--- config.mk ---
export PLATFORM = sky130hd
export DESIGN_NAME = decode_queue_flat
export DESIGN_NICKNAME = d
export VERILOG_FILES = /design/src/rtl/decode_pkg.sv /design/src/rtl/decode_queue_if.sv /design/src/rtl/decode_queue_insn_decoder.sv /design/src/rtl/decode_queue.sv /design/src/flat_wrapper.sv
export SDC_FILE = /design/constraint.sdc
export NUM_CORES = 1
export LEC_CHECK = 0
export BUFFER_PORTS_ARGS = -buffer_cell sky130_fd_sc_hd__buf_2
export CAP_MARGIN = 40
export CORE_MARGIN = 1.5
export CORE_UTILIZATION = 51
export DETAILED_ROUTE_END_ITERATION = 12
export PLACE_DENSITY_LB_ADDON = 0.12
export SETUP_SLACK_MARGIN = 0.5
export SLEW_MARGIN = 20
export SYNTH_ARGS = -nofsm -noshare
export SYNTH_HDL_FRONTEND = slang
export SYNTH_SLANG_ARGS = --single-unit
--- constraint.sdc ---
create_clock -name clk -period 5 [get_ports clk]
set_input_delay 1 -clock clk [delete_from_list [all_inputs] [get_ports clk]]
set_output_delay 1 -clock clk [all_outputs]
set_load 0.01 [all_outputs]
--- src/rtl/decode_pkg.sv ---
// decode_pkg: shared RV32IM decode encodings, control bundle and immediate helpers
package decode_pkg;
  localparam logic [3:0] ALU_ADD = 4'd0, ALU_SUB = 4'd1, ALU_AND = 4'd2, ALU_OR = 4'd3,
                         ALU_XOR = 4'd4, ALU_SLT = 4'd5, ALU_SLTU = 4'd6, ALU_SHIFT = 4'd7,
                         ALU_PASSB = 4'd8, ALU_EQ = 4'd9, ALU_NE = 4'd10, ALU_GE = 4'd11,
                         ALU_GEU = 4'd12;
  localparam logic [2:0] MUL_NONE = 3'd0, MUL_MUL = 3'd1, MUL_MULH = 3'd2, MUL_MULHSU = 3'd3,
                         MUL_MULHU = 3'd4;
  localparam logic [2:0] DIV_NONE = 3'd0, DIV_DIV = 3'd1, DIV_DIVU = 3'd2, DIV_REM = 3'd3,
                         DIV_REMU = 3'd4;
  localparam logic [1:0] SH_NONE = 2'd0, SH_SLL = 2'd1, SH_SRL = 2'd2, SH_SRA = 2'd3;
  localparam logic [2:0] IMM_NONE = 3'd0, IMM_I = 3'd1, IMM_S = 3'd2, IMM_B = 3'd3,
                         IMM_U = 3'd4, IMM_J = 3'd5, IMM_SH = 3'd6;
  localparam logic [6:0] OPC_LUI = 7'b0110111, OPC_AUIPC = 7'b0010111, OPC_JAL = 7'b1101111,
                         OPC_JALR = 7'b1100111, OPC_BRANCH = 7'b1100011, OPC_LOAD = 7'b0000011,
                         OPC_STORE = 7'b0100011, OPC_OPIMM = 7'b0010011, OPC_OP = 7'b0110011,
                         OPC_FENCE = 7'b0001111, OPC_SYSTEM = 7'b1110011;

  typedef struct packed {
    logic [3:0]  alu_op;
    logic [2:0]  mul_op;
    logic [2:0]  div_op;
    logic [1:0]  shift_op;
    logic        alu_src_a;
    logic        alu_src_b;
    logic [1:0]  alu_bytes;
    logic        mem_re;
    logic        mem_we;
    logic        mem_to_reg;
    logic        branch_en;
    logic        jal_en;
    logic        jalr_en;
    logic        unsigned_flag;
    logic        reg_we;
    logic [4:0]  rd;
    logic [4:0]  rs1;
    logic [4:0]  rs2;
    logic [31:0] imm;
  } decode_ctrl_t;

  function automatic logic [31:0] gen_imm(input logic [31:0] i, input logic [2:0] t);
    return t == IMM_I  ? {{20{i[31]}}, i[31:20]} :
           t == IMM_S  ? {{20{i[31]}}, i[31:25], i[11:7]} :
           t == IMM_B  ? {{19{i[31]}}, i[31], i[7], i[30:25], i[11:8], 1'b0} :
           t == IMM_U  ? {i[31:12], 12'h0} :
           t == IMM_J  ? {{11{i[31]}}, i[31], i[19:12], i[20], i[30:21], 1'b0} :
           t == IMM_SH ? {27'd0, i[24:20]} : 32'd0;
  endfunction

  // funct3 -> ALU op shared by OP and OP-IMM (SUB is resolved by the caller)
  function automatic logic [3:0] alu_f3(input logic [2:0] f3);
    return f3 == 3'b000 ? ALU_ADD : f3 == 3'b010 ? ALU_SLT : f3 == 3'b011 ? ALU_SLTU :
           f3 == 3'b100 ? ALU_XOR : f3 == 3'b110 ? ALU_OR : f3 == 3'b111 ? ALU_AND : ALU_SHIFT;
  endfunction
endpackage

--- src/rtl/decode_queue_if.sv ---
// decode_queue_if: fetch-side and execute-side handshakes of the decode queue
interface decode_queue_if import decode_pkg::*; #(parameter int ILL_CNT_W = 16) ();
  logic                 in_valid, in_ready, flush;
  logic [31:0]          in_insn, in_pc;
  logic                 out_valid, out_ready, out_illegal;
  logic [31:0]          out_pc, out_insn;
  decode_ctrl_t         out_ctrl;
  logic [ILL_CNT_W-1:0] ill_count;
  modport master (output in_valid, in_insn, in_pc, flush, out_ready,
                  input in_ready, out_valid, out_pc, out_insn, out_ctrl, out_illegal, ill_count);
  modport slave (input in_valid, in_insn, in_pc, flush, out_ready,
                 output in_ready, out_valid, out_pc, out_insn, out_ctrl, out_illegal, ill_count);
endinterface

--- src/rtl/decode_queue_insn_decoder.sv ---
// insn_decoder: combinational RV32IM instruction word to control bundle plus illegal flag
module insn_decoder import decode_pkg::*; #(
  parameter bit ENABLE_MUL = 1'b1,
  parameter bit ENABLE_DIV = 1'b1
) (
  input  logic [31:0]  insn,
  output decode_ctrl_t ctrl,
  output logic         illegal
);
  logic [6:0] op, f7;
  logic [2:0] f3, it;
  logic [1:0] sh;
  logic       ill;
  decode_ctrl_t c;
  assign op = insn[6:0];
  assign f3 = insn[14:12];
  assign f7 = insn[31:25];
  assign sh = f3 == 3'b001 ? SH_SLL : f3 == 3'b101 ? (f7[5] ? SH_SRA : SH_SRL) : SH_NONE;
  always_comb begin
    c = '0;
    ill = 1'b0;
    it = IMM_NONE;
    case (op)
      OPC_LUI: begin
        it = IMM_U; c.alu_op = ALU_PASSB; c.alu_src_b = 1'b1; c.reg_we = 1'b1;
      end
      OPC_AUIPC: begin
        it = IMM_U; c.alu_src_a = 1'b1; c.alu_src_b = 1'b1; c.reg_we = 1'b1;
      end
      OPC_JAL: begin
        it = IMM_J; c.alu_src_a = 1'b1; c.alu_src_b = 1'b1; c.jal_en = 1'b1; c.reg_we = 1'b1;
      end
      OPC_JALR: begin
        it = IMM_I; c.alu_src_b = 1'b1; c.jalr_en = 1'b1; c.reg_we = 1'b1; ill = f3 != 3'b000;
      end
      OPC_BRANCH: begin
        it = IMM_B;
        c.branch_en = 1'b1;
        c.unsigned_flag = f3[2] & f3[1];
        c.alu_op = f3 == 3'b000 ? ALU_EQ : f3 == 3'b001 ? ALU_NE : f3 == 3'b100 ? ALU_SLT :
                   f3 == 3'b101 ? ALU_GE : f3 == 3'b110 ? ALU_SLTU : ALU_GEU;
        ill = f3[2:1] == 2'b01;
      end
      OPC_LOAD: begin
        it = IMM_I; c.alu_src_b = 1'b1; c.mem_re = 1'b1; c.mem_to_reg = 1'b1; c.reg_we = 1'b1;
        c.alu_bytes = f3[1:0];
        c.unsigned_flag = f3[2];
        ill = f3[1:0] == 2'b11 || f3 == 3'b110;
      end
      OPC_STORE: begin
        it = IMM_S; c.alu_src_b = 1'b1; c.mem_we = 1'b1; c.alu_bytes = f3[1:0];
        ill = f3[2] || f3[1:0] == 2'b11;
      end
      OPC_OPIMM: begin
        it = f3[1:0] == 2'b01 ? IMM_SH : IMM_I;
        c.alu_src_b = 1'b1; c.reg_we = 1'b1;
        c.alu_op = alu_f3(f3);
        c.unsigned_flag = f3 == 3'b011;
        c.shift_op = sh;
        // shamt[5] (insn[25]) set is an RV64 encoding and falls out here as a bad funct7
        ill = (f3 == 3'b001 && f7 != 7'd0) || (f3 == 3'b101 && f7 != 7'd0 && f7 != 7'b0100000);
      end
      OPC_OP: begin
        c.reg_we = 1'b1;
        if (f7 == 7'b0000001) begin
          c.mul_op = f3[2] ? MUL_NONE : {1'b0, f3[1:0]} + 3'd1;
          c.div_op = f3[2] ? {1'b0, f3[1:0]} + 3'd1 : DIV_NONE;
          c.unsigned_flag = f3[2] & f3[0];
          ill = f3[2] ? !ENABLE_DIV : !ENABLE_MUL;
        end else begin
          c.alu_op = (f7[5] && f3 == 3'b000) ? ALU_SUB : alu_f3(f3);
          c.unsigned_flag = f3 == 3'b011;
          c.shift_op = sh;
          ill = f7 != 7'd0 && !(f7 == 7'b0100000 && (f3 == 3'b000 || f3 == 3'b101));
        end
      end
      OPC_FENCE: ill = f3 != 3'b000;
      OPC_SYSTEM: ill = insn[31:21] != 11'd0 || insn[19:7] != 13'd0;
      default: ill = 1'b1;
    endcase
    c.imm = gen_imm(insn, it);
    c.rs1 = it == IMM_U ? 5'd0 : insn[19:15];
    c.rs2 = (op == OPC_OP || op == OPC_STORE || op == OPC_BRANCH) ? insn[24:20] : 5'd0;
    c.reg_we = c.reg_we & (insn[11:7] != 5'd0);
    c.rd = c.reg_we ? insn[11:7] : 5'd0;
  end
  assign illegal = ill;
  assign ctrl = ill ? '0 : c;
endmodule

--- src/rtl/decode_queue.sv ---
// decode_queue: decode-at-enqueue FIFO between fetch and execute with flush and illegal counting
module decode_queue import decode_pkg::*; #(
  parameter int DEPTH      = 2,
  parameter bit ENABLE_MUL = 1'b1,
  parameter bit ENABLE_DIV = 1'b1,
  parameter int ILL_CNT_W  = 16
) (
  input logic          clk,
  input logic          reset,
  decode_queue_if.slave bus
);
  localparam int AW = $clog2(DEPTH);
  typedef struct packed {
    logic [31:0]  pc;
    logic [31:0]  insn;
    decode_ctrl_t ctrl;
    logic         illegal;
  } entry_t;
  entry_t               mem [DEPTH];
  entry_t               head;
  logic [AW-1:0]        wr_ptr, rd_ptr;
  logic [AW:0]          count;
  logic [ILL_CNT_W-1:0] ill_cnt;
  decode_ctrl_t         dec_ctrl;
  logic                 dec_ill, enq, deq;
  insn_decoder #(.ENABLE_MUL(ENABLE_MUL), .ENABLE_DIV(ENABLE_DIV)) u_dec (
    .insn(bus.in_insn), .ctrl(dec_ctrl), .illegal(dec_ill)
  );
  // ready depends only on stored occupancy, so a full queue refuses even when draining
  assign bus.in_ready = ~reset & (count != (AW+1)'(DEPTH));
  assign bus.out_valid = count != '0;
  assign enq = bus.in_valid & bus.in_ready & ~bus.flush;
  assign deq = bus.out_valid & bus.out_ready & ~bus.flush;
  assign head = bus.out_valid ? mem[rd_ptr] : '0;
  assign bus.out_pc = head.pc;
  assign bus.out_insn = head.insn;
  assign bus.out_ctrl = head.ctrl;
  assign bus.out_illegal = head.illegal;
  assign bus.ill_count = ill_cnt;
  always_ff @(posedge clk) begin
    if (reset || bus.flush) begin
      wr_ptr <= '0;
      rd_ptr <= '0;
      count <= '0;
    end else begin
      wr_ptr <= wr_ptr + AW'(enq);
      rd_ptr <= rd_ptr + AW'(deq);
      count <= count + (AW+1)'(enq) - (AW+1)'(deq);
    end
    if (reset) ill_cnt <= '0;
    else if (enq && dec_ill && !(&ill_cnt)) ill_cnt <= ill_cnt + ILL_CNT_W'(1);
    if (enq) mem[wr_ptr] <= entry_t'{bus.in_pc, bus.in_insn, dec_ctrl, dec_ill};
  end
endmodule

--- src/flat_wrapper.sv ---
// flat-port wrapper written by rule: the top's interface ports become plain ports
module decode_queue_flat import decode_pkg::*;
#(
  parameter int DEPTH      = 2,
  parameter bit ENABLE_MUL = 1'b1,
  parameter bit ENABLE_DIV = 1'b1,
  parameter int ILL_CNT_W  = 16
)
  (clk, reset, bus_in_valid, bus_in_insn, bus_in_pc, bus_flush, bus_out_ready, bus_in_ready, bus_out_valid, bus_out_pc, bus_out_insn, bus_out_ctrl, bus_out_illegal, bus_ill_count);
  decode_queue_if #(.ILL_CNT_W(ILL_CNT_W)) bus_i ();
  input logic clk;
  input logic reset;
  input wire logic [$bits(bus_i.in_valid)-1:0] bus_in_valid;
  input wire logic [$bits(bus_i.in_insn)-1:0] bus_in_insn;
  input wire logic [$bits(bus_i.in_pc)-1:0] bus_in_pc;
  input wire logic [$bits(bus_i.flush)-1:0] bus_flush;
  input wire logic [$bits(bus_i.out_ready)-1:0] bus_out_ready;
  output wire logic [$bits(bus_i.in_ready)-1:0] bus_in_ready;
  output wire logic [$bits(bus_i.out_valid)-1:0] bus_out_valid;
  output wire logic [$bits(bus_i.out_pc)-1:0] bus_out_pc;
  output wire logic [$bits(bus_i.out_insn)-1:0] bus_out_insn;
  output wire logic [$bits(bus_i.out_ctrl)-1:0] bus_out_ctrl;
  output wire logic [$bits(bus_i.out_illegal)-1:0] bus_out_illegal;
  output wire logic [$bits(bus_i.ill_count)-1:0] bus_ill_count;
  assign bus_i.in_valid = bus_in_valid;
  assign bus_i.in_insn = bus_in_insn;
  assign bus_i.in_pc = bus_in_pc;
  assign bus_i.flush = bus_flush;
  assign bus_i.out_ready = bus_out_ready;
  assign bus_in_ready = bus_i.in_ready;
  assign bus_out_valid = bus_i.out_valid;
  assign bus_out_pc = bus_i.out_pc;
  assign bus_out_insn = bus_i.out_insn;
  assign bus_out_ctrl = bus_i.out_ctrl;
  assign bus_out_illegal = bus_i.out_illegal;
  assign bus_ill_count = bus_i.ill_count;
  decode_queue #(.DEPTH(DEPTH), .ENABLE_MUL(ENABLE_MUL), .ENABLE_DIV(ENABLE_DIV), .ILL_CNT_W(ILL_CNT_W)) u_core (.clk(clk), .reset(reset), .bus(bus_i));
endmodule
==> results_dict.tcl <==
set metrics [dict create \
    clock_path_buffers 3 \
    drt_iter0_markers 681 \
    fmax_mhz 309 \
    path_clk_slew_ps 60 \
    grtUsageTotal 0.217 \
    cts_max_level 1 \
    endpoint_kind "primary output" \
    grt_pass1_wl_um 43600 \
    synth_area_leaders "edfxtp_1 (64%), mux2i_1 (11%), nor2_1 (5.1%), dfxtp_1 (3.2%), a21oi_1 (1.7%)" \
    critPathMaxStageDelay_ps 480 \
    stdcell_count 1493 \
    dp_slack_ps 1220 \
    r2r_end "u_core.mem[0][86]$_DFFE_PP_" \
    path_class "reg -> out" \
    required_ps 4000 \
    clock_latency_ps 540 \
    setup_viol 0 \
    status "completed" \
    cts_made_buffers 30 \
    slew_headroom 0.479 \
    critPathTopFamily "simple AND/OR/NAND/NOR gates" \
    grt_antenna_before_repair 0 \
    syn_area_sq_mm 0.0126 \
    fill_cells 1937 \
    pwr-share-comb 0.045 \
    avgViaCountPerCell 5.45 \
    synth-seq-cells 290 \
    vdd_drop_max_v 0.000268 \
    root_buffer "clkbuf_16" \
    initial_core_util 0.519 \
    final_layout_size_suffix_gt1_frac 0.263 \
    ys_types 68 \
    gr-total-overflow 0 \
    via_count 8143 \
    slowest_stage "nor2_4" \
    startpoint "u_core.count[1]$_SDFF_PP0_" \
    fin_area_sq_mm 0.0151 \
    muxShareOfSynthArea 0.110 \
    final.setup.tns_ps 0 \
    reg2reg_from "u_core.count[0]$_SDFF_PP0_" \
    switching_power_mw 1.03 \
    antenna_cells 0 \
    core_sq_mm 0.0243 \
    leakage_nw 5.29 \
    io_pins 223 \
    firstDrtPassIters 6 \
    cp_num_buf_inv 2 \
    syn_avg_cell_area_sq_um 13.6 \
    post_cts_buffers 0 \
    synthCells 928 \
    ff_latch_area_sq_mm 0.00851 \
    worstPathArrival_ps 2240 \
    critical_path.endpoint "bus_out_ctrl[11]" \
    start_kind "flop" \
    crit_cells 4 \
    wl_um 28200 \
    synth_top_family_by_area "simple AND/OR/NAND/NOR gates" \
    grt_pass1_vias 7794 \
    cts_tree "done" \
    avgRoutedWirePerCell_um 18.9 \
    rows 57 \
    synth_top_cell_area_share 0.642 \
    clock-sinks 290 \
    ys_async_sr_fraction 0 \
    io_buffers 222 \
    synth_compound_area_frac 0.0572 \
    intPower_mw 3.95 \
    die_w_um 160 \
    finalHoldViolCount 0 \
    hold_path.class "reg -> reg" \
    grt_max_degree 95 \
    period_share 0.648 \
    fin_nets 1228 \
    power_frac_seq 0.536 \
    syn_to_final_growth_pct 19.4 \
    die-area_sq_mm 0.0257 \
    holdBufCountCts 0 \
    cp_max_fo 94 \
    cts_resized 0 \
    ys_seq_area_frac 0.674 \
    synth_top_flop_cell "edfxtp_1" \
    final_antenna_net_count 0 \
    multi_input_comb_area_sq_mm 0.00383 \
    min_period_ps 3240 \
    synthAdderAreaFrac 0.00892 \
    setup_ws_ps 1760 \
    ys_warn_count 0 \
    gp_congestion 0.864 \
    cap_viol_max_count 0 \
    syn-num-nets 1006 \
    holdWs_ps 496 \
    dp.cells 1440 \
    powerDensity_mw_per_mm2 331 \
    synth_largest_area_cell "edfxtp_1" \
    dpl.hpwl_um 19000 \
    maxSlewViolCount 0 \
    synthXorXnorAreaFrac 0.00416 \
    synth-simple-area-share 0.121 \
    synth_edf_count 270 \
    finalClockSkew_ps 11.5 \
    switching_share 0.207 \
    tightest_slew_ps 777 \
    post_dp_cell_area_sq_mm 0.0141 \
    reg2reg_depth 4 \
    drc 0 \
    r2r_slack_ps 2320 \
    fp.dieH_um 160 \
    pwr-share-clk 0.419 \
    rsz0062_at_grt "no" \
    path_cells "nor2_4 > buf_12 > nor2_1 > buf_2" \
]
[worst reg2reg max path: cells and delay by family, from the launching register on]
kind	cells	cell delay, ps
fa+ha+maj	1	700
compound gates	1	650
buf+inv	2	610
flops	1	370
[cells by family after synthesis]
logic type | count (synthesis)
simple gates | 305
buf+inv | 69
compound gates | 110
xor+xnor | 6
flops | 290
mux | 139
fa+ha+maj | 9
[through the flow]
stage / util / total power, mW
2_1_floorplan: - / 2.85
3_3_place_gp: 0.580 / 2.94
3_5_place_dp: 0.581 / 2.95
4_1_cts: 0.618 / 5.02
5_1_grt: 0.620 / 5.14
6_report: 0.620 / 4.99
[cell usage in the layout (no fill, tap or decap), drive strengths merged, types with 7 or more instances in the layout]
cell	n
clkbuf	39
inv	19
or4	7
and3	9
nand3	12
edfxtp	270
ha	9
and2	26
nand2	22
dfxtp	20
nor2	175
a21oi	47
mux2i	139
o21ai	28
nor3	16
o31ai	7
buf	241
clkinv	9
[registers in the layout (all words and copies together), names as in the netlist]
name	cells
u_core.mem	270
u_core.bus.ill_count	16
u_core.count	2
u_core.rd_ptr	1
u_core.wr_ptr	1
[layer usage]
metal,part of all wire,vias to the layer above,GRT usage
li1,-,3877,-
met1,0.44,3987,0.294
met2,0.49,241,0.368
met3,0.050,38,0.0349
met4,0.020,0,0.0544
met5,0,-,0
[area by class of cell]
class,count,area share
clock buffer,39,0.0527
clock inverter,12,0.00797
inverter,18,0.00448
multi-input combinational,569,0.254
sequential,290,0.565
tap,324,0.0269
timing repair buffer,241,0.0889
[worst min-delay path by stage]
stage                                                    start                              endpoint  slack [ps]  depth (start not counted)
after floorplan           u_core.bus.ill_count[9]$_SDFFE_PP0P_  u_core.bus.ill_count[9]$_SDFFE_PP0P_         500                          2
after global placement    u_core.bus.ill_count[9]$_SDFFE_PP0P_  u_core.bus.ill_count[9]$_SDFFE_PP0P_         480                          2
after detailed placement  u_core.bus.ill_count[9]$_SDFFE_PP0P_  u_core.bus.ill_count[9]$_SDFFE_PP0P_         490                          2
after CTS                 u_core.bus.ill_count[9]$_SDFFE_PP0P_  u_core.bus.ill_count[9]$_SDFFE_PP0P_         500                          2
after global routing      u_core.bus.ill_count[9]$_SDFFE_PP0P_  u_core.bus.ill_count[9]$_SDFFE_PP0P_         520                          2
final                     u_core.bus.ill_count[9]$_SDFFE_PP0P_  u_core.bus.ill_count[9]$_SDFFE_PP0P_         500                          2
[Yosys cell counts (3+ instances only)]
cell type    n
o31ai_1      7
nor2_1     172
dfxtp_1     20
or3_1        5
inv_1       17
o21ai_1      5
nand3_1     12
buf_2        4
xor2_1       4
clkbuf_1    33
nor2b_1      4
o211ai_1     5
nor3_1      15
a21oi_1     44
nand2_1     22
and2_1      26
and4_1       3
nand2b_1     3
nor4_1       6
and3_1       9
ha_1         9
nand4_1      4
buf_6        4
mux2i_1    139
buf_1        7
or4_1        6
o21ai_0     22
a211oi_1     3
a21oi_2      3
edfxtp_1   270
[power by group through the flow]
stage | registers (mW) | clock network [mW] | logic [mW]
2_1_floorplan | 2.73 | 0 | 0.121
3_3_place_gp | 2.72 | 0 | 0.219
3_5_place_dp | 2.73 | 0 | 0.222
4_1_cts | 2.67 | 2.13 | 0.223
5_1_grt | 2.67 | 2.22 | 0.244
6_report | 2.67 | 2.09 | 0.222
(Power assumes the default switching activity.)
